## config.mk

```make
export PLATFORM = sky130hd
export DESIGN_NAME = reg_mem_arbiter
export DESIGN_NICKNAME = d
export VERILOG_FILES = /design/src/rtl/reg_mem_arbiter.sv
export SDC_FILE = /design/constraint.sdc
export NUM_CORES = 1
export LEC_CHECK = 0
export ABC_AREA = 1
export ABC_CLOCK_PERIOD_IN_PS = 1200
export CAP_MARGIN = 10
export CORE_ASPECT_RATIO = 0.9
export CORE_MARGIN = 4
export CORE_UTILIZATION = 34
export CTS_BUF_LIST = sky130_fd_sc_hd__clkbuf_16
export CTS_CLUSTER_SIZE = 10
export DETAILED_ROUTE_END_ITERATION = 6
export GPL_ROUTABILITY_DRIVEN = 0
export GPL_TIMING_DRIVEN = 0
export PLACE_DENSITY = 0.89
export SLEW_MARGIN = 10
export SYNTH_ARGS = -nofsm -noshare
export SYNTH_HDL_FRONTEND = slang
export SYNTH_SLANG_ARGS = --single-unit
```

## constraint.sdc

```tcl
create_clock -name clk -period 1.2 [get_ports clk]
set_input_delay 0.18 -clock clk [delete_from_list [all_inputs] [get_ports clk]]
set_output_delay 0.18 -clock clk [all_outputs]
set_load 0.02 [all_outputs]
```

## src/rtl/reg_mem_arbiter.sv

```systemverilog
// Round-robin arbiter/sequencer for two clients sharing one single-port
// synchronous register memory; read data returns to the issuing port two cycles after grant.
module reg_mem_arbiter #(
  parameter int DATA_WIDTH = 8,
  parameter int ADDR_BITS  = 5
) (
  input  logic                  clk,
  input  logic                  rst,
  input  logic                  req_a,
  input  logic                  we_a,
  input  logic [ADDR_BITS-1:0]  addr_a,
  input  logic [DATA_WIDTH-1:0] wdata_a,
  output logic                  gnt_a,
  output logic                  rvalid_a,
  output logic [DATA_WIDTH-1:0] rdata_a,
  input  logic                  req_b,
  input  logic                  we_b,
  input  logic [ADDR_BITS-1:0]  addr_b,
  input  logic [DATA_WIDTH-1:0] wdata_b,
  output logic                  gnt_b,
  output logic                  rvalid_b,
  output logic [DATA_WIDTH-1:0] rdata_b,
  output logic [ADDR_BITS-1:0]  mem_addr,
  output logic [DATA_WIDTH-1:0] mem_wdata,
  output logic                  mem_wen,
  input  logic [DATA_WIDTH-1:0] mem_rdata
);

  typedef enum logic {PORT_A = 1'b0, PORT_B = 1'b1} port_t;

  port_t                 prio_reg;
  logic                  any_gnt;
  logic                  issue_we;
  logic [ADDR_BITS-1:0]  issue_addr;
  logic [DATA_WIDTH-1:0] issue_wdata;

  // Read-tag pipeline: stage 1 tracks the command in the memory input
  // registers, stage 2 lines up with valid memory output data.
  logic s1_valid_reg;
  logic s1_port_reg;
  logic s2_valid_reg;
  logic s2_port_reg;
  logic [1:0] rvalid_vec;

  assign gnt_a = !rst && req_a && (!req_b || (prio_reg == PORT_A));
  assign gnt_b = !rst && req_b && (!req_a || (prio_reg == PORT_B));
  assign any_gnt = gnt_a || gnt_b;

  assign issue_we    = gnt_b ? we_b    : we_a;
  assign issue_addr  = gnt_b ? addr_b  : addr_a;
  assign issue_wdata = gnt_b ? wdata_b : wdata_a;

  always_ff @(posedge clk or posedge rst) begin
    if (rst) begin
      prio_reg     <= PORT_A;
      mem_addr     <= '0;
      mem_wdata    <= '0;
      mem_wen      <= 1'b0;
      s1_valid_reg <= 1'b0;
      s1_port_reg  <= 1'b0;
      s2_valid_reg <= 1'b0;
      s2_port_reg  <= 1'b0;
    end else begin
      if (any_gnt) begin
        prio_reg  <= gnt_a ? PORT_B : PORT_A;
        mem_addr  <= issue_addr;
        mem_wdata <= issue_wdata;
        mem_wen   <= issue_we;
      end else begin
        // Idle: address/data hold, so the memory just performs a harmless read.
        mem_wen <= 1'b0;
      end
      s1_valid_reg <= any_gnt && !issue_we;
      s1_port_reg  <= gnt_b;
      s2_valid_reg <= s1_valid_reg;
      s2_port_reg  <= s1_port_reg;
    end
  end

  generate
    for (genvar gi = 0; gi < 2; gi++) begin : g_rvalid
      assign rvalid_vec[gi] = s2_valid_reg && (s2_port_reg == 1'(gi));
    end
  endgenerate

  assign rvalid_a = rvalid_vec[0];
  assign rvalid_b = rvalid_vec[1];
  assign rdata_a  = rvalid_a ? mem_rdata : '0;
  assign rdata_b  = rvalid_b ? mem_rdata : '0;

endmodule

```

Word level (Yosys, flattened, before mapping)
Index checks and enable logic that the tools add are counted.
{"block": "classes", "div_mod_pow": 0, "n_mul": 0, "add_sub_neg": 0, "n_reduce_logical": 14, "n_mux": 7, "shift": 0, "magnitude_cmp": 0, "n_eq_ne": 0, "bitwise_logic": 2}
{"op": "$mux W8", "count": 3}
{"op": "$logic_and A1 B1 Y1", "count": 7}
{"op": "$mux W5", "count": 1}
{"op": "$logic_not A1 Y1", "count": 4}
{"op": "$logic_or A1 B1 Y1", "count": 3}
{"op": "$mux W1", "count": 3}
{"op": "$not A1 Y1", "count": 2}
{"block": "word_totals", "ram_bits": 0, "n_memories": 0, "romBits": 0, "latch_bits": 0, "regBits": 19, "out_inout_bits": 34, "word_cells": 31}

Depth between registers and ports, before layout
Gate-level depths: netlist (run 1).
{"block": "logic_depth", "word_depth": 6, "ltp_mapped": 8}

Least setup slack after synthesis (run 1)
Ideal clock, no wire load.
{"block": "synth_path", "kind": "reg2out", "from": "register s2_port_reg", "to": "output port rdata_a[0]", "arrival_time_ps": 1205, "required_time_ps": 1020, "path_slack_ps": -185, "n_path_buf": 0, "path_stages_with_launch": 4, "path_cell_list": "dfrtp_1 nor2_1 inv_1 nor2_1"}
{"block": "synth_via", "elab_chain_len": 3}
{"element": "start: declaration", "line": "42", "text": "logic s2_port_reg;"}
{"element": "start signal: assignment", "line": "76", "text": "s2_port_reg <= s1_port_reg;"}
{"element": "$not A1 Y1", "line": "82", "text": "assign rvalid_vec[gi] = s2_valid_reg && (s2_port_reg == 1'(gi));"}
{"element": "$logic_and A1 B1 Y1", "line": "82"}
{"element": "named net rvalid_a", "line": "14", "text": "output logic rvalid_a,"}
{"element": "$mux W8", "line": "88", "text": "assign rdata_a = rvalid_a ? mem_rdata : '0;"}
{"element": "end: declaration", "line": "15", "text": "output logic [DATA_WIDTH-1:0] rdata_a,"}
The timed path passes the listed nets, and every way through them passes these cells.

Worst setup path in the final report (run 1)
{"block": "layout_path", "from": "register s2_port_reg", "to": "output port rdata_a[4]"}
{"block": "layout_via", "elab_chain_len": 3}
{"element": "$not A1 Y1", "line": "82"}
{"element": "$logic_and A1 B1 Y1", "line": "82"}
{"element": "$mux W8", "line": "88"}
No other way between the ends.

==> results of run 1 <==
## worst max-delay path, cell delays in order, from the launching register on
cell and delay (ns):
dfrtp_2 0.44, nor2_4 0.15, inv_6 0.10, nor2_4 0.09, buf_6 0.12
## how the worst min path moves through the flow
stage	to	cells past startpoint
2_1_floorplan	mem_addr[0]	1
3_3_place_gp	s2_valid_reg	0
3_5_place_dp	s2_port_reg	0
4_1_cts	prio_reg	2
5_1_grt	prio_reg	2
6_report	mem_addr[3]	2
## per-stage QoR
stage               hold slack [ns]  area [um2]  power, mW
finish                        0.272        2040       2.16
global route                  0.356        2040       2.27
CTS                           0.307        2000       2.15
detailed placement            0.337        1860       1.48
global placement              0.332        1860       1.47
floorplan                     0.131        1080       1.11
## cells by family after synthesis
group	Yosys count	synth area share [%]
buffers and inverters	24	10.5
AO/OA/AOI/OAI	3	1.79
AND/OR/NAND/NOR	107	42.4
flip-flops	19	45.3
## cell usage in the layout (no fill, tap or decap), drive strengths merged
| cell type | count |
|---|---|
| nand2 | 72 |
| dfrtp | 19 |
| o21ai | 3 |
| dlygate4sd2 | 17 |
| inv | 20 |
| clkbuf | 3 |
| clkdlybuf4s50 | 36 |
| nand3 | 13 |
| nor2 | 22 |
| buf | 32 |
## where the power goes
group | switching [mW] | internal [mW]
clock | 0.229 | 0.443
sequential | 0.0415 | 0.722
combinational | 0.390 | 0.332
total | 0.661 | 1.50
## metal layers
| layer | GRT usage [%] | vias to the layer above | wire length, um |
|---|---|---|---|
| met5 | 0 | - | 0 |
| met4 | 6.09 | 0 | 42 |
| met3 | 5.37 | 4 | 370 |
| met2 | 30.6 | 59 | 1550 |
| met1 | 17.9 | 538 | 1300 |
| li1 | - | 622 | - |
## area by class of cell
type | count | area [um2]
fill | 242 | 825
timing repair buffer | 82 | 769
multi-input combinational | 110 | 558
sequential | 19 | 477
inverter | 19 | 78.8
clock buffer | 3 | 75.1
tap | 40 | 50.0
buffer | 3 | 23.8
clock inverter | 1 | 3.75
## repair_timing
action	in CTS	in global routing
pin swaps	7	2
endpoints found under the setup margin	46	34
gates resized for setup	149	4
buffers inserted	6	3
==> results by group, run 1 <==
Logic synthesis
  • Synth area leaders: dfrtp_1, nand2_1, nor2_1
  • Count leader, synth: nand2_1
  • Commonest cells post-synth: nand2_1, dfrtp_1, nor2_1
  • Main flop type after synthesis: dfrtp_1
  • Syn Area/Cell: 6.86 um2
  • Register area share after synthesis: 45.3%
  • FFs w/ async S/R, synth: 100%
  • Synthesis Warnings: 0
  • FF+latch count, synth: 19
  • Cell taking the most area after synthesis: dfrtp_1
  • Post-Syn Area: 1050 um2
  • Share of the synthesized area in the top cell type: 45.3%
  • Number of enable flip-flop cells after synthesis: 0
  • Post-Synthesis Cells: 153
  • Count of cell types in the netlist: 15
  • Syn_nets: 193

Timing
  • Fin. Hold Viols: 0
  • Rel. slew slack: 54.0%
  • Final setup fails: 18
  • Max Clock Freq: 0.757 GHz
  • Slew Viols, Final: 0
  • Worst Skew: 0.00196 ns
  • Least-Margin Pin Slew: 0.689 ns
  • Setup TNS: -1.50 ns
  • RSZ-0062 raised after global routing: true
  • Final WS setup: -0.122 ns
  • Period minus WS final: 1.32 ns
  • Fin crit share: 110%

GRT
  • Initial antenna violation count: 0
  • GRT Resource Usage Total: 16.6%
  • Total grt overflow: 0
  • Vias in the first global route: 1,166
  • Largest net degree at the start of global routing: 20
  • First-pass GRT wire length: 5070 um

Critical path
  • CP startpoint: s2_port_reg
  • Crit path arrival time: 1.14 ns
  • R2R cell count: 8
  • Crit path capture type: primary output
  • CP Class: reg2out
  • Reg2reg setup slack: 0.09 ns
  • Worst Path Required: 1.02 ns
  • Critical Path Source Type: flop
  • Origin of the critical flop-to-flop path: prio_reg
  • Worst reg2reg path endpoint: mem_wdata[1]
  • Worst-path maximum fanout: 8
  • CP Capture Point: rdata_a[4]

Routing
  • 1st-iter DRT viols: 12
  • Total number of vias: 1,223
  • Avg WL per Cell: 11.8 um
  • Via-to-Cell Ratio: 4.42
  • DRC: 0
  • Routed Antenna Nets: 0
  • DRT Wirelength: 3270 um
  • TritonRoute pass-1 iters: 4

Status
  • Run status: finished with violations
  • Violated checks: setup timing

Layout
  • Non-filler instance count after layout: 277
  • Final core utilization: 71.2%
  • Top Registers: mem_wdata x8, mem_addr x5
  • ANT cells: 0
  • Largest register FFs: 8
  • Area growth syn-to-layout: 93.9%
  • Layout cells sized above 1: 25.7%
  • Biggest register: mem_wdata
  • Nets: 278

Placement
  • Post-Place Cells: 266
  • Port bufs: 73
  • Dpl hpwl: 2410 um
  • Dpl ws: -0.766 ns

Clock network
  • Clock Sinks: 19
  • Htree depth: 1
  • Worst skew pair latency: 0.25 ns
  • Root buffer cell: clkbuf_16
  • Clk buf depth: 2
  • CTS Buf Count: 3
  • CTS tree: built
  • Hold Buf Count CTS: 0
  • Clock-pin slew on the worst setup and hold paths: 0.05 ns

Floorplanning
  • I/O pins: 74
  • Die Height: 60.7 um
  • Row count: 18
  • Die width: 66.6 um
  • Starting Density: 36.7%
  • Die area: 4040 um2
  • Core footprint: 2860 um2

Power and ir drop
  • LEAKAGE: 1.12 nW
  • Maximum VDD drop: 0.624 mV
  • PwrDens: 1060 nW/um2

Job
  • Max Cap Violations: 0

Hold path
  • Worst Hold Class: in2async
Note: power is estimated with default switching activity, not from simulation.
==> inputs of run 2 (changes only) <==
--- a/config.mk
+++ b/config.mk
@@ -16,7 +16,7 @@
 export DETAILED_ROUTE_END_ITERATION = 6
 export GPL_ROUTABILITY_DRIVEN = 0
 export GPL_TIMING_DRIVEN = 0
-export PLACE_DENSITY = 0.89
+export PLACE_DENSITY_LB_ADDON = 0.15
 export SLEW_MARGIN = 10
 export SYNTH_ARGS = -nofsm -noshare
 export SYNTH_HDL_FRONTEND = slang
==> run 2 against run 1 <==
Effect of this change:
- the flow still finishes with violations (setup timing)
- via count down 1.2%
- hold slack better by 0.0012 ns
- maximum frequency shrank 3.5%
- sequential power down 0.7%
- sequential cell count stayed put
- non-clock buffer count shrank 2
- highest routed layer unchanged
- largest power group unchanged
- combinational power fell by 2.9%
- critical endpoint is now rvalid_b
==> results by group, run 2 (synthesized netlist as in run 1, its figures left out) <==
Status
  • Run status: finished with violations
  • Violated checks: setup timing

Floorplanning
  • Row count: 18 (unchanged)
  • I/O pins: 74 (unchanged)
  • Starting Density: 36.7% (unchanged)
  • Die area: 4040 um2 (unchanged)
  • Die Height: 60.7 um (unchanged)
  • Core footprint: 2860 um2 (unchanged)
  • Die width: 66.6 um (unchanged)

GRT
  • Total grt overflow: 0 (unchanged)
  • First-pass GRT wire length: 5460 um (+7.7%)
  • GRT Resource Usage Total: 17.9% (+1.2 points)
  • Initial antenna violation count: 0 (unchanged)
  • Vias in the first global route: 1,219 (+4.5%)
  • Largest net degree at the start of global routing: 20 (unchanged)

Timing
  • Rel. slew slack: 53.1% (-0.97 points)
  • Fin. Hold Viols: 0 (unchanged)
  • Worst Skew: 0.00157 ns (-0.000386 ns)
  • Period minus WS final: 1.37 ns (+0.0484 ns)
  • Final setup fails: 18 (unchanged)
  • Max Clock Freq: 0.730 GHz (-3.5%)
  • Final WS setup: -0.170 ns (-0.0484 ns)
  • Fin crit share: 114% (+4.0 points)
  • Least-Margin Pin Slew: 0.703 ns (+0.0145 ns)
  • RSZ-0062 raised after global routing: true
  • Slew Viols, Final: 0 (unchanged)

Layout
  • Nets: 276 (-0.72%)
  • Most common cell after layout, fill and taps aside: nand2_1
  • Commonest non-fill, non-tap cells in the layout: nand2_1, clkdlybuf4s50_1, dfrtp_1
  • Top Registers: mem_wdata x8, mem_addr x5
  • Layout cells sized above 1: 24.7% (-1.1 points)
  • Area of the multi-input gates: 548 um2 (-1.8%)
  • FF+latch area: 475 um2 (-0.26%)
  • Largest register FFs: 8 (unchanged)
  • Final-layout fill cell count: 255 (+5.4%)
  • Biggest register: mem_wdata
  • ANT cells: 0 (unchanged)
  • Final core utilization: 70.3% (-0.92 points)
  • Area growth syn-to-layout: 91.4%

Critical path
  • Crit path capture type: primary output
  • Worst reg2reg path endpoint: mem_wdata[7]
  • CP Class: reg2out
  • Origin of the critical flop-to-flop path: prio_reg
  • CP max stage cell: dfrtp_1
  • CP bufs+invs: 2 (unchanged)
  • Crit-path cells: nand2_2, inv_1, dlygate4sd2_1
  • R2R cell count: 7 (-1)
  • Max stage delay on crit path: 0.40 ns (-0.04 ns)
  • Worst Path Required: 1.02 ns (about the same)
  • Reg2reg setup slack: 0.14 ns (+0.05 ns)
  • Worst-path maximum fanout: 9 (+1)
  • Top delay family on crit path: flip-flops
  • Critical Path Source Type: flop
  • Crit path arrival time: 1.19 ns (+0.05 ns)

Clock network
  • Clock Sinks: 19 (unchanged)
  • Hold Buf Count CTS: 0 (unchanged)
  • CTS Buf Count: 3 (unchanged)
  • Worst skew pair latency: 0.25 ns (about the same)
  • Root buffer cell: clkbuf_16
  • Htree depth: 1 (unchanged)
  • CTS tree: built
  • Clock-pin slew on the worst setup and hold paths: 0.05 ns (about the same)
  • Clk buf depth: 2 (unchanged)

Power and ir drop
  • Net Sw Frac: 30.6% (about the same)
  • LEAKAGE: 1.09 nW (-2.6%)
  • Maximum VDD drop: 0.764 mV (+22%)
  • Sequential share of power: 35.4% (about the same)
  • Total power: 2.14 mW (-0.69%)
  • Clock network fraction of design power: 31.9% (+0.8 points)
  • Internal: 1.49 mW (-0.66%)
  • Gate power share: 32.7% (-0.8 points)
  • P_sw: 0.656 mW (-0.77%)
  • PwrDens: 1070 nW/um2 (+0.60%)

Routing
  • DRC: 0 (unchanged)
  • Avg WL per Cell: 12.2 um (+3.9%)
  • Routed Antenna Nets: 0 (unchanged)
  • 1st-iter DRT viols: 59 (+47)
  • TritonRoute pass-1 iters: 4 (unchanged)
  • Total number of vias: 1,208 (-1.2%)
  • Via-to-Cell Ratio: 4.39 (-0.51%)
  • DRT Wirelength: 3370 um (+3.2%)

Placement
  • Port bufs: 73 (unchanged)
  • Dpl ws: -0.758 ns (+0.00800 ns)
  • Dpl hpwl: 2640 um (+9.7%)

Hold path
  • Worst Hold Class: in2async

Job
  • Max Cap Violations: 0 (unchanged)
[run 2: metal layers]
metal	vias up	GRT usage (%)	share of wire [%]
met2	44	34.0	54
met5	-	0	0
li1	618	-	-
met3	2	5.00	6.2
met1	544	19.8	39
met4	0	4.06	0.50
[run 2: how the worst max path moves through the flow]
stage | from | to | slack (ns) | depth (start not counted)
after global placement | rst | gnt_b | -0.73 | 5
after CTS | prio_reg | gnt_b | -0.18 | 5
final | s2_port_reg | rvalid_b | -0.17 | 3
after global routing | s2_valid_reg | rdata_a[3] | -0.24 | 5
after detailed placement | rst | gnt_b | -0.76 | 5
after floorplan | s2_port_reg | rdata_a[1] | 0.007 | 3
[run 2: repair_timing]
item,4_1_cts,5_1_grt
resized for setup,122,11
cloned,0,0
setup buffers,2,3
setup endpoints to repair,46,30
pin swaps,5,3
[run 2: area by class of cell]
type,instances,share of cell area (%)
clock buffer,3,3.74
buffer,5,2.05
multi-input combinational,110,27.3
clock inverter,1,0.249
tap,40,2.49
sequential,19,23.7
timing repair buffer,78,36.7
inverter,19,3.80
[run 2: metrics by stage]
step                      setup TNS, ns  cell area (um2)  hold WS [ns]  std cells
after detailed placement         -13.55             1860         0.339        266
after CTS                         -2.29             1980         0.308        272
after global placement           -11.99             1860         0.334        266
after global routing              -3.27             2010         0.364        275
final                             -1.86             2010         0.273        275
after floorplan                       0             1080         0.131        153
[run 2: power by group through the flow]
stage | Combinational [mW] | Clock, mW | Sequential, mW
3_5_place_dp | 0.709 | 0 | 0.770
2_1_floorplan | 0.257 | 0 | 0.852
4_1_cts | 0.688 | 0.702 | 0.758
6_report | 0.701 | 0.684 | 0.759
3_3_place_gp | 0.697 | 0 | 0.768
5_1_grt | 0.764 | 0.737 | 0.768
